--- src/rtl/cdb_arbiter_pkg.sv ---
// Shared micro-architecture types for the writeback / CDB path:
// ROB tag width, pipe width, the writeback packet and the source list.
package cdb_arbiter_pkg;

    localparam int PIPE_WIDTH  = 2;
    localparam int TAG_WIDTH   = 4;
    localparam int ROB_ENTRIES = 1 << TAG_WIDTH;
    localparam int XLEN        = 32;
    localparam int NUM_WB_SRC  = 5;

    typedef enum logic [2:0] {
        SRC_ALU0 = 3'd0,
        SRC_ALU1 = 3'd1,
        SRC_BRU  = 3'd2,
        SRC_LSU  = 3'd3,
        SRC_MDU  = 3'd4
    } wb_src_e;

    typedef logic [TAG_WIDTH-1:0] rob_tag_t;

    typedef struct packed {
        logic            is_valid;
        rob_tag_t        dest_tag;
        logic [XLEN-1:0] result;
        logic            exception;
    } writeback_packet_t;

    // Distance of a tag from the ROB head; the unsigned subtraction wraps
    // around the ROB, so a smaller value means an older instruction.
    function automatic rob_tag_t tag_age(rob_tag_t tag, rob_tag_t head);
        return tag - head;
    endfunction

endpackage

--- src/rtl/cdb_arbiter_if.sv ---
// Writeback sources to CDB arbiter bus.
// Handshake: a packet moves into the source's holding buffer on a rising
// edge where src_valid[i] && src_ready[i] && src_packet[i].is_valid;
// src_ready never depends on src_valid. cdb_ports is a registered broadcast
// with no back-pressure: a port carries a result in any cycle its is_valid is 1.
interface cdb_arbiter_if;
    import cdb_arbiter_pkg::*;

    logic              [NUM_WB_SRC-1:0] src_valid;
    writeback_packet_t [NUM_WB_SRC-1:0] src_packet;
    logic              [NUM_WB_SRC-1:0] src_ready;
    writeback_packet_t [PIPE_WIDTH-1:0] cdb_ports;

    modport master (
        output src_valid,
        output src_packet,
        input  src_ready,
        input  cdb_ports
    );

    modport slave (
        input  src_valid,
        input  src_packet,
        output src_ready,
        output cdb_ports
    );

endinterface

--- src/rtl/cdb_arbiter_age_select.sv ---
// Pick-two-oldest network. Each valid entry is ranked by how many other
// valid entries are older than it (ties go to the lower index); rank 0 is
// the oldest grant, rank 1 the second-oldest grant.
module cdb_arbiter_age_select
    import cdb_arbiter_pkg::*;
#(
    parameter int N = NUM_WB_SRC
) (
    input  logic [N-1:0]                valid,
    input  logic [N-1:0][TAG_WIDTH-1:0] age,
    output logic [N-1:0]                grant0,
    output logic [N-1:0]                grant1,
    output logic                        gnt_valid0,
    output logic                        gnt_valid1
);

    // Rank every valid entry against all others and emit one-hot grants
    always_comb begin
        logic [3:0] rank;
        grant0 = '0;
        grant1 = '0;
        rank   = '0;
        for (int i = 0; i < N; i++) begin
            rank = '0;
            for (int j = 0; j < N; j++) begin
                if (j != i && valid[j] &&
                    ((age[j] < age[i]) || ((age[j] == age[i]) && (j < i)))) begin
                    rank = rank + 4'd1;
                end
            end
            grant0[i] = valid[i] && (rank == 4'd0);
            grant1[i] = valid[i] && (rank == 4'd1);
        end
        gnt_valid0 = |grant0;
        gnt_valid1 = |grant1;
    end

endmodule

--- src/rtl/cdb_arbiter.sv ---
// CDB arbiter: one holding buffer per writeback source, oldest-first grant
// of up to two buffered results per cycle onto registered CDB ports,
// flush discard and a saturating contention counter.
module cdb_arbiter
    import cdb_arbiter_pkg::*;
(
    input  logic          clk,
    input  logic          rst,
    input  logic          flush,
    input  rob_tag_t      rob_head,
    cdb_arbiter_if.slave  bus,
    output logic [31:0]   conflict_cnt
);

    localparam int NUM_SRC = NUM_WB_SRC;
    localparam int NUM_CDB = PIPE_WIDTH;

    writeback_packet_t [NUM_SRC-1:0]                buf_q;
    logic              [NUM_SRC-1:0]                buf_valid;
    logic              [NUM_SRC-1:0][TAG_WIDTH-1:0] age;
    logic              [NUM_SRC-1:0]                grant0;
    logic              [NUM_SRC-1:0]                grant1;
    logic              [NUM_SRC-1:0]                grant;
    logic                                           gnt_valid0;
    logic                                           gnt_valid1;
    logic              [NUM_SRC-1:0]                ready;
    logic              [NUM_SRC-1:0]                accept;
    writeback_packet_t [NUM_CDB-1:0]                cdb_next;
    writeback_packet_t [NUM_CDB-1:0]                cdb_q;

    // Age of each buffered result relative to the current ROB head
    always_comb begin
        for (int i = 0; i < NUM_SRC; i++) begin
            age[i] = tag_age(buf_q[i].dest_tag, rob_head);
        end
    end

    cdb_arbiter_age_select #(.N(NUM_SRC)) u_age_select (
        .valid      (buf_valid),
        .age        (age),
        .grant0     (grant0),
        .grant1     (grant1),
        .gnt_valid0 (gnt_valid0),
        .gnt_valid1 (gnt_valid1)
    );

    assign grant = grant0 | grant1;

    // A buffer can take a new packet when empty or being drained this cycle;
    // a flush blocks all handoffs
    always_comb begin
        ready  = {NUM_SRC{!flush}} & (~buf_valid | grant);
        accept = '0;
        for (int i = 0; i < NUM_SRC; i++) begin
            accept[i] = bus.src_valid[i] && bus.src_packet[i].is_valid && ready[i];
        end
    end

    assign bus.src_ready = ready;

    // Route the oldest grant to port 0 and the second-oldest to port 1
    always_comb begin
        cdb_next = '0;
        for (int i = 0; i < NUM_SRC; i++) begin
            if (grant0[i]) begin
                cdb_next[0] = buf_q[i];
            end
            if (grant1[i]) begin
                cdb_next[1] = buf_q[i];
            end
        end
        cdb_next[0].is_valid = gnt_valid0;
        cdb_next[1].is_valid = gnt_valid1;
    end

    // Holding buffers: load on handshake, release on grant, drop on flush
    always_ff @(posedge clk or posedge rst) begin
        if (rst) begin
            buf_valid <= '0;
            buf_q     <= '0;
        end else if (flush) begin
            buf_valid <= '0;
        end else begin
            for (int i = 0; i < NUM_SRC; i++) begin
                if (accept[i]) begin
                    buf_q[i]     <= bus.src_packet[i];
                    buf_valid[i] <= 1'b1;
                end else if (grant[i]) begin
                    buf_valid[i] <= 1'b0;
                end
            end
        end
    end

    // Registered CDB broadcast; a flush kills whatever was granted this cycle
    always_ff @(posedge clk or posedge rst) begin
        if (rst) begin
            cdb_q <= '0;
        end else if (flush) begin
            cdb_q <= '0;
        end else begin
            cdb_q <= cdb_next;
        end
    end

    assign bus.cdb_ports = cdb_q;

    // Count cycles with more pending results than CDB ports, saturating
    always_ff @(posedge clk or posedge rst) begin
        if (rst) begin
            conflict_cnt <= '0;
        end else if (($countones(buf_valid) > NUM_CDB) && (conflict_cnt != '1)) begin
            conflict_cnt <= conflict_cnt + 32'd1;
        end
    end

endmodule

--- src/flat_wrapper.sv ---
// flat-port wrapper written by rule: the top's interface ports become plain ports
module cdb_arbiter_flat import cdb_arbiter_pkg::*;
  (clk, rst, flush, rob_head, conflict_cnt, bus_src_valid, bus_src_packet, bus_src_ready, bus_cdb_ports);
  cdb_arbiter_if bus_i ();
  input  logic clk;
  input  logic rst;
  input  logic flush;
  input  rob_tag_t rob_head;
  output logic [31:0] conflict_cnt;
  input wire logic [$bits(bus_i.src_valid)-1:0] bus_src_valid;
  input wire logic [$bits(bus_i.src_packet)-1:0] bus_src_packet;
  output wire logic [$bits(bus_i.src_ready)-1:0] bus_src_ready;
  output wire logic [$bits(bus_i.cdb_ports)-1:0] bus_cdb_ports;
  assign bus_i.src_valid = bus_src_valid;
  assign bus_i.src_packet = bus_src_packet;
  assign bus_src_ready = bus_i.src_ready;
  assign bus_cdb_ports = bus_i.cdb_ports;
  cdb_arbiter u_core (.clk(clk), .rst(rst), .flush(flush), .rob_head(rob_head), .bus(bus_i), .conflict_cnt(conflict_cnt));
endmodule
--- config.mk ---
export PLATFORM = sky130hd
export DESIGN_NAME = cdb_arbiter_flat
export DESIGN_NICKNAME = d
export VERILOG_FILES = /design/src/rtl/cdb_arbiter_pkg.sv /design/src/rtl/cdb_arbiter_if.sv /design/src/rtl/cdb_arbiter_age_select.sv /design/src/rtl/cdb_arbiter.sv /design/src/flat_wrapper.sv
export SDC_FILE = /design/constraint.sdc
export NUM_CORES = 1
export LEC_CHECK = 0
export BUFFER_PORTS_ARGS = -buffer_cell sky130_fd_sc_hd__buf_4
export CAP_MARGIN = 20
export CORE_MARGIN = 3
export CORE_UTILIZATION = 26
export DETAILED_ROUTE_END_ITERATION = 8
export PLACE_DENSITY_LB_ADDON = 0.1
export SLEW_MARGIN = 10
export SYNTH_ARGS = -nofsm -noshare
export SYNTH_HDL_FRONTEND = slang
export SYNTH_SLANG_ARGS = --single-unit
--- constraint.sdc ---
create_clock -name clk -period 25.3 [get_ports clk]
set_clock_uncertainty 0.1 [all_clocks]
set_input_delay 1.265 -clock clk [delete_from_list [all_inputs] [get_ports clk]]
set_output_delay 1.265 -clock clk [all_outputs]
set_load 0.005 [all_outputs]
; ---- Word-level counts from Yosys, hierarchy flattened
; Index checks and enable logic that the tools add are counted.
[op_classes]
shift = 0
n_addsub = 25
bitwise_logic = 5
n_mux = 42
multipliers = 0
n_div = 0
reduce_logical = 69
n_eq_ne = 16
n_lt_le_gt_ge = 21
[ops]
columns = operator, count
row1 = $mux 37, 10
row2 = $lt 4x4->1, 20
row3 = $mux 76, 1
row4 = $mux 4, 15
row5 = $logic_and 1x1->1, 41
row6 = $add 4x1->4 const B, 10
row7 = $eq 4x4->1, 10
row8 = $add 32x1->32, 1
row9 = $add 32x1->32 const B, 1
row10 = $add 32x32->32, 1
row11 = $gt 32x3->1 const B, 1
row12 = $ne 32x32->1 const B, 1
row13 = $eq 4x1->1 const B, 5
row14 = $logic_not 4->1, 5
row15 = $sub 4x4->4, 5
row16 = $mux 1, 15
row17 = $reduce_bool 3->1, 5
row18 = $add 1x1->2 const B, 5
row19 = $logic_or 1x1->1, 10
row20 = $or 5x5->5, 2
row21 = $reduce_and 2->1, 5
row22 = $reduce_or 5->1, 2
row23 = $and 5x5->5, 1
row24 = $mux 5, 1
row25 = other kinds (4), 5
[totals]
ramBits = 0
word_cells = 207
output_inout_bits = 113
mem_count = 0
romBits = 0
latch_bits = 0
ff_bits = 298
in_bits = 202

; ---- Longest topological paths before layout
[depth]
word_depth = 19
depth_mapped = 28
ltp_nobuf = 25

; ---- Cells and area by module
; A second synthesis with hierarchy kept.
[unflattened]
hier_cells = 1498
area_unflattened_um2 = 16055.4
[modules_own_cells]
columns = module, cells_each, area_per_inst_um2, seq_area_each_um2, n_inst
row1 = cdb_arbiter, 1235, 14092.3, 7457.2, 1
row2 = cdb_arbiter_age_select, 263, 1963.1, 0.0, 1

; ---- Worst setup path after synthesis
; OpenSTA, ideal clock, no wires.
[synth_timing]
kind = input to output
start = input port rob_head[1]
end = output port bus_src_ready[3]
required_time_ns = 23.935
t_arrival_ns = 5.353
path_slack_ns = 18.582
cell_stages = 21
path_cell_list = inv_1 ha_1 nor2b_1 o21a_1 or3_1 nand2_1 inv_1 ha_1 nand2_1 nor4_2 a221oi_2 nand2_1 and2_1 ha_1 xor2_1 ha_1 nor2_1 mux2_1 nand4_1 o211ai_1 nor2b_1
[synth_between]
elab_chain_len = 16
elab_cells_between_ends = 33
classes_between = 8 x add/sub / 4 x order compare / 4 x eq/ne / 4 x mux / 3 x bitwise / 10 x reduce/logical
[synth_rtl]
columns = item, line
row1 = start: declaration, flat_wrapper.sv:8  ; input rob_tag_t rob_head;
row2 = $sub 4x4->4, cdb_arbiter_pkg.sv:31  ; return tag - head;
row3 = $lt 4x4->1 / $eq 4x4->1 (equally long branches), cdb_arbiter_age_select.sv:27  ; ((age[j] < age[i]) || ((age[j] == age[i]) && (j < i)))) begin
row4 = $logic_or 1x1->1, cdb_arbiter_age_select.sv:27
row5 = $logic_and 1x1->1, cdb_arbiter_age_select.sv:26  ; if (j != i && valid[j] &&
row6 = $mux 1, cdb_arbiter_age_select.sv:26
row7 = $add 1x1->2, cdb_arbiter_age_select.sv:28  ; rank = rank + 4'd1;
row8 = $mux 4, cdb_arbiter_age_select.sv:26
row9 = $add 4x1->4, cdb_arbiter_age_select.sv:28
row10 = $mux 4, cdb_arbiter_age_select.sv:26
row11 = $add 4x1->4, cdb_arbiter_age_select.sv:28
row12 = $mux 4 *, cdb_arbiter_age_select.sv:26
row13 = $eq 4x1->1 / $logic_not 4->1 (equally long branches), "cdb_arbiter_age_select.sv:32, cdb_arbiter_age_select.sv:31"
row14 = "$logic_and 1x1->1, on equally long branches", "cdb_arbiter_age_select.sv:32, cdb_arbiter_age_select.sv:31"
row15 = $or 5x5->5 *, cdb_arbiter.sv:47  ; assign grant = grant0 | grant1;
row16 = $or 5x5->5 *, cdb_arbiter.sv:52  ; ready = {NUM_SRC{!flush}} & (~buf_valid | grant);
row17 = $and 5x5->5 *, cdb_arbiter.sv:52
row18 = end: declaration, flat_wrapper.sv:12  ; output wire logic [$bits(bus_i.src_ready)-1:0] bus_src_ready;
; Every way passes the cells marked *; elsewhere a longest branch is shown, timed or not.

; ---- Worst setup path in the final report
[layout_timing]
start = input port rob_head[1]
end = register u_core.cdb_q (netlist bit u_core.bus.cdb_ports[16])
[layout_between]
elab_chain_len = 18
elab_cells_between_ends = 116
classes_between = 20 x add/sub / 20 x order compare / 10 x eq/ne / 26 x mux / 40 x reduce/logical
[layout_rtl]
columns = item, line
row1 = $sub 4x4->4, cdb_arbiter_pkg.sv:31
row2 = $lt 4x4->1 / $eq 4x4->1 (equally long branches), cdb_arbiter_age_select.sv:27
row3 = $logic_and 1x1->1 / $logic_or 1x1->1 (equally long branches), "cdb_arbiter_age_select.sv:26, cdb_arbiter_age_select.sv:27"
row4 = $mux 1 / $logic_and 1x1->1 (equally long branches), cdb_arbiter_age_select.sv:26
row5 = $add 1x1->2 / $mux 1 (equally long branches), "cdb_arbiter_age_select.sv:28, cdb_arbiter_age_select.sv:26"
row6 = $mux 4 / $add 1x1->2 (equally long branches), "cdb_arbiter_age_select.sv:26, cdb_arbiter_age_select.sv:28"
row7 = $add 4x1->4 / $mux 4 (equally long branches), "cdb_arbiter_age_select.sv:28, cdb_arbiter_age_select.sv:26"
row8 = $mux 4 / $add 4x1->4 (equally long branches), "cdb_arbiter_age_select.sv:26, cdb_arbiter_age_select.sv:28"
row9 = $add 4x1->4 / $mux 4 (equally long branches), "cdb_arbiter_age_select.sv:28, cdb_arbiter_age_select.sv:26"
row10 = $mux 4 / $add 4x1->4 (equally long branches), "cdb_arbiter_age_select.sv:26, cdb_arbiter_age_select.sv:28"
row11 = $logic_not 4->1 / $mux 4 (equally long branches), "cdb_arbiter_age_select.sv:31, cdb_arbiter_age_select.sv:26"
row12 = $logic_and 1x1->1 / $logic_not 4->1 (equally long branches), cdb_arbiter_age_select.sv:31  ; grant0[i] = valid[i] && (rank == 4'd0);
row13 = $mux 37 / $logic_and 1x1->1 (equally long branches), "cdb_arbiter.sv:65, cdb_arbiter_age_select.sv:31"
row14 = $mux 37 (3 in series), cdb_arbiter.sv:65  ; if (grant0[i]) begin
row15 = $mux 37 *, cdb_arbiter.sv:65
row16 = $mux 76 *, cdb_arbiter.sv:99  ; end else if (flush) begin
row17 = end signal: assignment, cdb_arbiter.sv:102  ; cdb_q <= cdb_next;
row18 = end: declaration, cdb_arbiter.sv:29  ; writeback_packet_t [NUM_CDB-1:0] cdb_q;
; Marked as above.
; A chain may end at the register's enable or synchronous reset.

==> reports/results.tsv <==
metric	value	unit
crit_arrival	8060	ps
setup_violations	0	
critPathSlowestCell	mux2i_4	
grt_antenna_before_repair	5	
drc	0	
wl_per_cell	24.3	um
crit_path_frequent_cell	ha_1	
dieWidth	260	um
post-cts-setup-buffers	0	
dr.pass1.iters	5	
dpl_cell_area	0.0198	mm^2
final.period_utilization	0.306	
drive_gt1_frac	0.309	
cts.sinks	298	
viasPerCell	5.12	
grt_pass1_wl	96.7	mm
synth_edf_count	0	
fillCellCount	6503	
first_global_vias	14500	
synth_cell_type_count	81	
ios	315	
grt_start_max_net_pins	142	
core_area	0.0634	mm^2
cts_made_buffers	39	
relSlewSlack	0.230	
path_class	input pin to flop	
ir_drop	0.0446	mV
syn_nets	1825	
ant_nets	0	
p_per_area	82.8	mW/mm^2
path_max_fanout	22	
outcome	finished clean	
critPathTopFamily	simple AND/OR/NAND/NOR gates	
multi_input_area	0.00829	mm^2
timing.fmax	129	MHz
first_iter_violations	854	
min_path_type	flop to flop	
syn2layout_area_growth	26.1	%
place_hpwl	44.1	mm
crit_path_end_kind	flop	
rsz0062_at_grt	false	
design_area	0.0211	mm^2
fin_crit	7730	ps
cap_violations	0	
clockRootBuffer	clkbuf_16	
final-seq-area	0.00746	mm^2
finalHoldViolCount	0	
die_area	0.0675	mm^2
vias	13800	
clk_latency	550	ps
routabilityCongestion	0.828	
syn_inst	1569	
num_rows	92	
cts.htree.levels	2	
ys_warn_count	0	
die_h	260	um
clock_path_buffers	3	
routed_wl	65.7	mm
ys_ff_latch	298	
netlist_area	0.0167	mm^2
layout_commonest_cell	buf_4	
critPathMaxStageDelay	600	ps
start_util	0.264	
fin_nets	2081	
path_buf_inv	5	
start_kind	input pin	
postSynthAreaPerCell	10.7	um^2
yosysSeqAreaShare	0.446	
cts-resized-gates	0	
cts_tree	yes	
cts_hold_buffers	0	
synth_ff_type	dfrtp_1	
grt_usage	0.192	
worst_slew_pin_slew	1150	ps
grt-ovfl-total	0	
power.leakage	9.02	nW
synthArstFlopShare	1.00	
crit_required	25630	ps
port_buffers	314	
final_max_slew_viol_count	0	
tns	0	ps
final_cell_mix	buf_4 (331), dfrtp_1 (298), inv_1 (123), nand2_1 (115), mux2_2 (104)	
clkSlewWorstSetupHoldPaths	60	ps
## cells by family after synthesis
family	synth area share
mux	0.103
buf+inv	0.0651
flops	0.446
xor+xnor	0.0383
simple gates	0.0963
fa+ha+maj	0.0465
compound gates	0.206
## per-layer routing
metal / vias to the layer above / track usage / share of wire
met5: - / 0 / 0.00017
met4: 2 / 0.0500 / 0.022
met3: 90 / 0.0363 / 0.054
met2: 439 / 0.319 / 0.48
met1: 7049 / 0.256 / 0.45
li1: 6265 / - / -
## state kept, by name (all words and copies together), names as in the netlist
name	flops
u_core.conflict_cnt	32
u_core.bus.cdb_ports	76
u_core.buf_valid	5
u_core.buf_q	185
## final cells by class
| type | instances | area share |
|---|---|---|
| multi-input cells | 1023 | 0.393 |
| inverters | 128 | 0.0231 |
| flip-flops and latches | 298 | 0.353 |
| repair buffers | 335 | 0.122 |
| well taps | 846 | 0.0501 |
| clock buffers | 58 | 0.0539 |
| diodes | 4 | 0.000474 |
| clock inverters | 11 | 0.00439 |
## cells in the mapped netlist, drive strengths merged (8+ instances only)
cell	count	area, um^2
o32ai	38	333
nand3	22	115
o21ai	95	483
nor2	33	134
dfrtp	298	7460
buf	66	407
nor3	10	55.1
or3b	34	298
and2	9	56.3
a21oi	70	365
nand2b	20	133
o211ai	44	335
a31o	34	298
ha	47	588
inv	128	480
nand2	115	432
xor2	20	190
a21o	8	60.1
nand4	10	68.8
and3	13	81.3
mux2	150	1690
clkbuf	54	203
o31ai	34	255
xnor2	49	452
a221oi	76	866
## report_power, final
group	internal (mW)	leakage, nW	switching, mW
sequential	0.556	3.75	0.0671
clock	0.321	0.604	0.221
combinational	0.235	4.66	0.346
## metrics by stage
| step | power (mW) | util | setup WS, ps | hold slack, ps | cells |
|---|---|---|---|---|---|
| floorplan | 0.985 | - | 15700 | 358 | 1569 |
| global placement | 1.20 | 0.312 | 16950 | 374 | 2627 |
| detailed placement | 1.22 | 0.312 | 16680 | 377 | 2628 |
| CTS | 1.77 | 0.332 | 17260 | 391 | 2697 |
| global route | 1.85 | 0.333 | 17030 | 405 | 2699 |
| finish | 1.75 | 0.333 | 17570 | 383 | 2703 |
## final timing paths
kind	to	slack [ps]	cells past startpoint	start
setup / recovery	u_core.bus.cdb_ports[16]$_DFF_PP0_	17570	26	rob_head[1]
hold reg to reg	u_core.buf_q[169]$_DFFE_PP0P_	380	1	u_core.buf_q[169]$_DFFE_PP0P_
min in group asynchronous	u_core.buf_q[163]$_DFFE_PP0P_	720	2	rst
max in group asynchronous	u_core.buf_q[108]$_DFFE_PP0P_	22350	4	rst
hold / removal	u_core.buf_q[169]$_DFFE_PP0P_	380	1	u_core.buf_q[169]$_DFFE_PP0P_
setup reg to reg	u_core.bus.cdb_ports[39]$_DFF_PP0_	18030	20	u_core.buf_q[33]$_DFFE_PP0P_
Power figures use the tool's default switching activity.
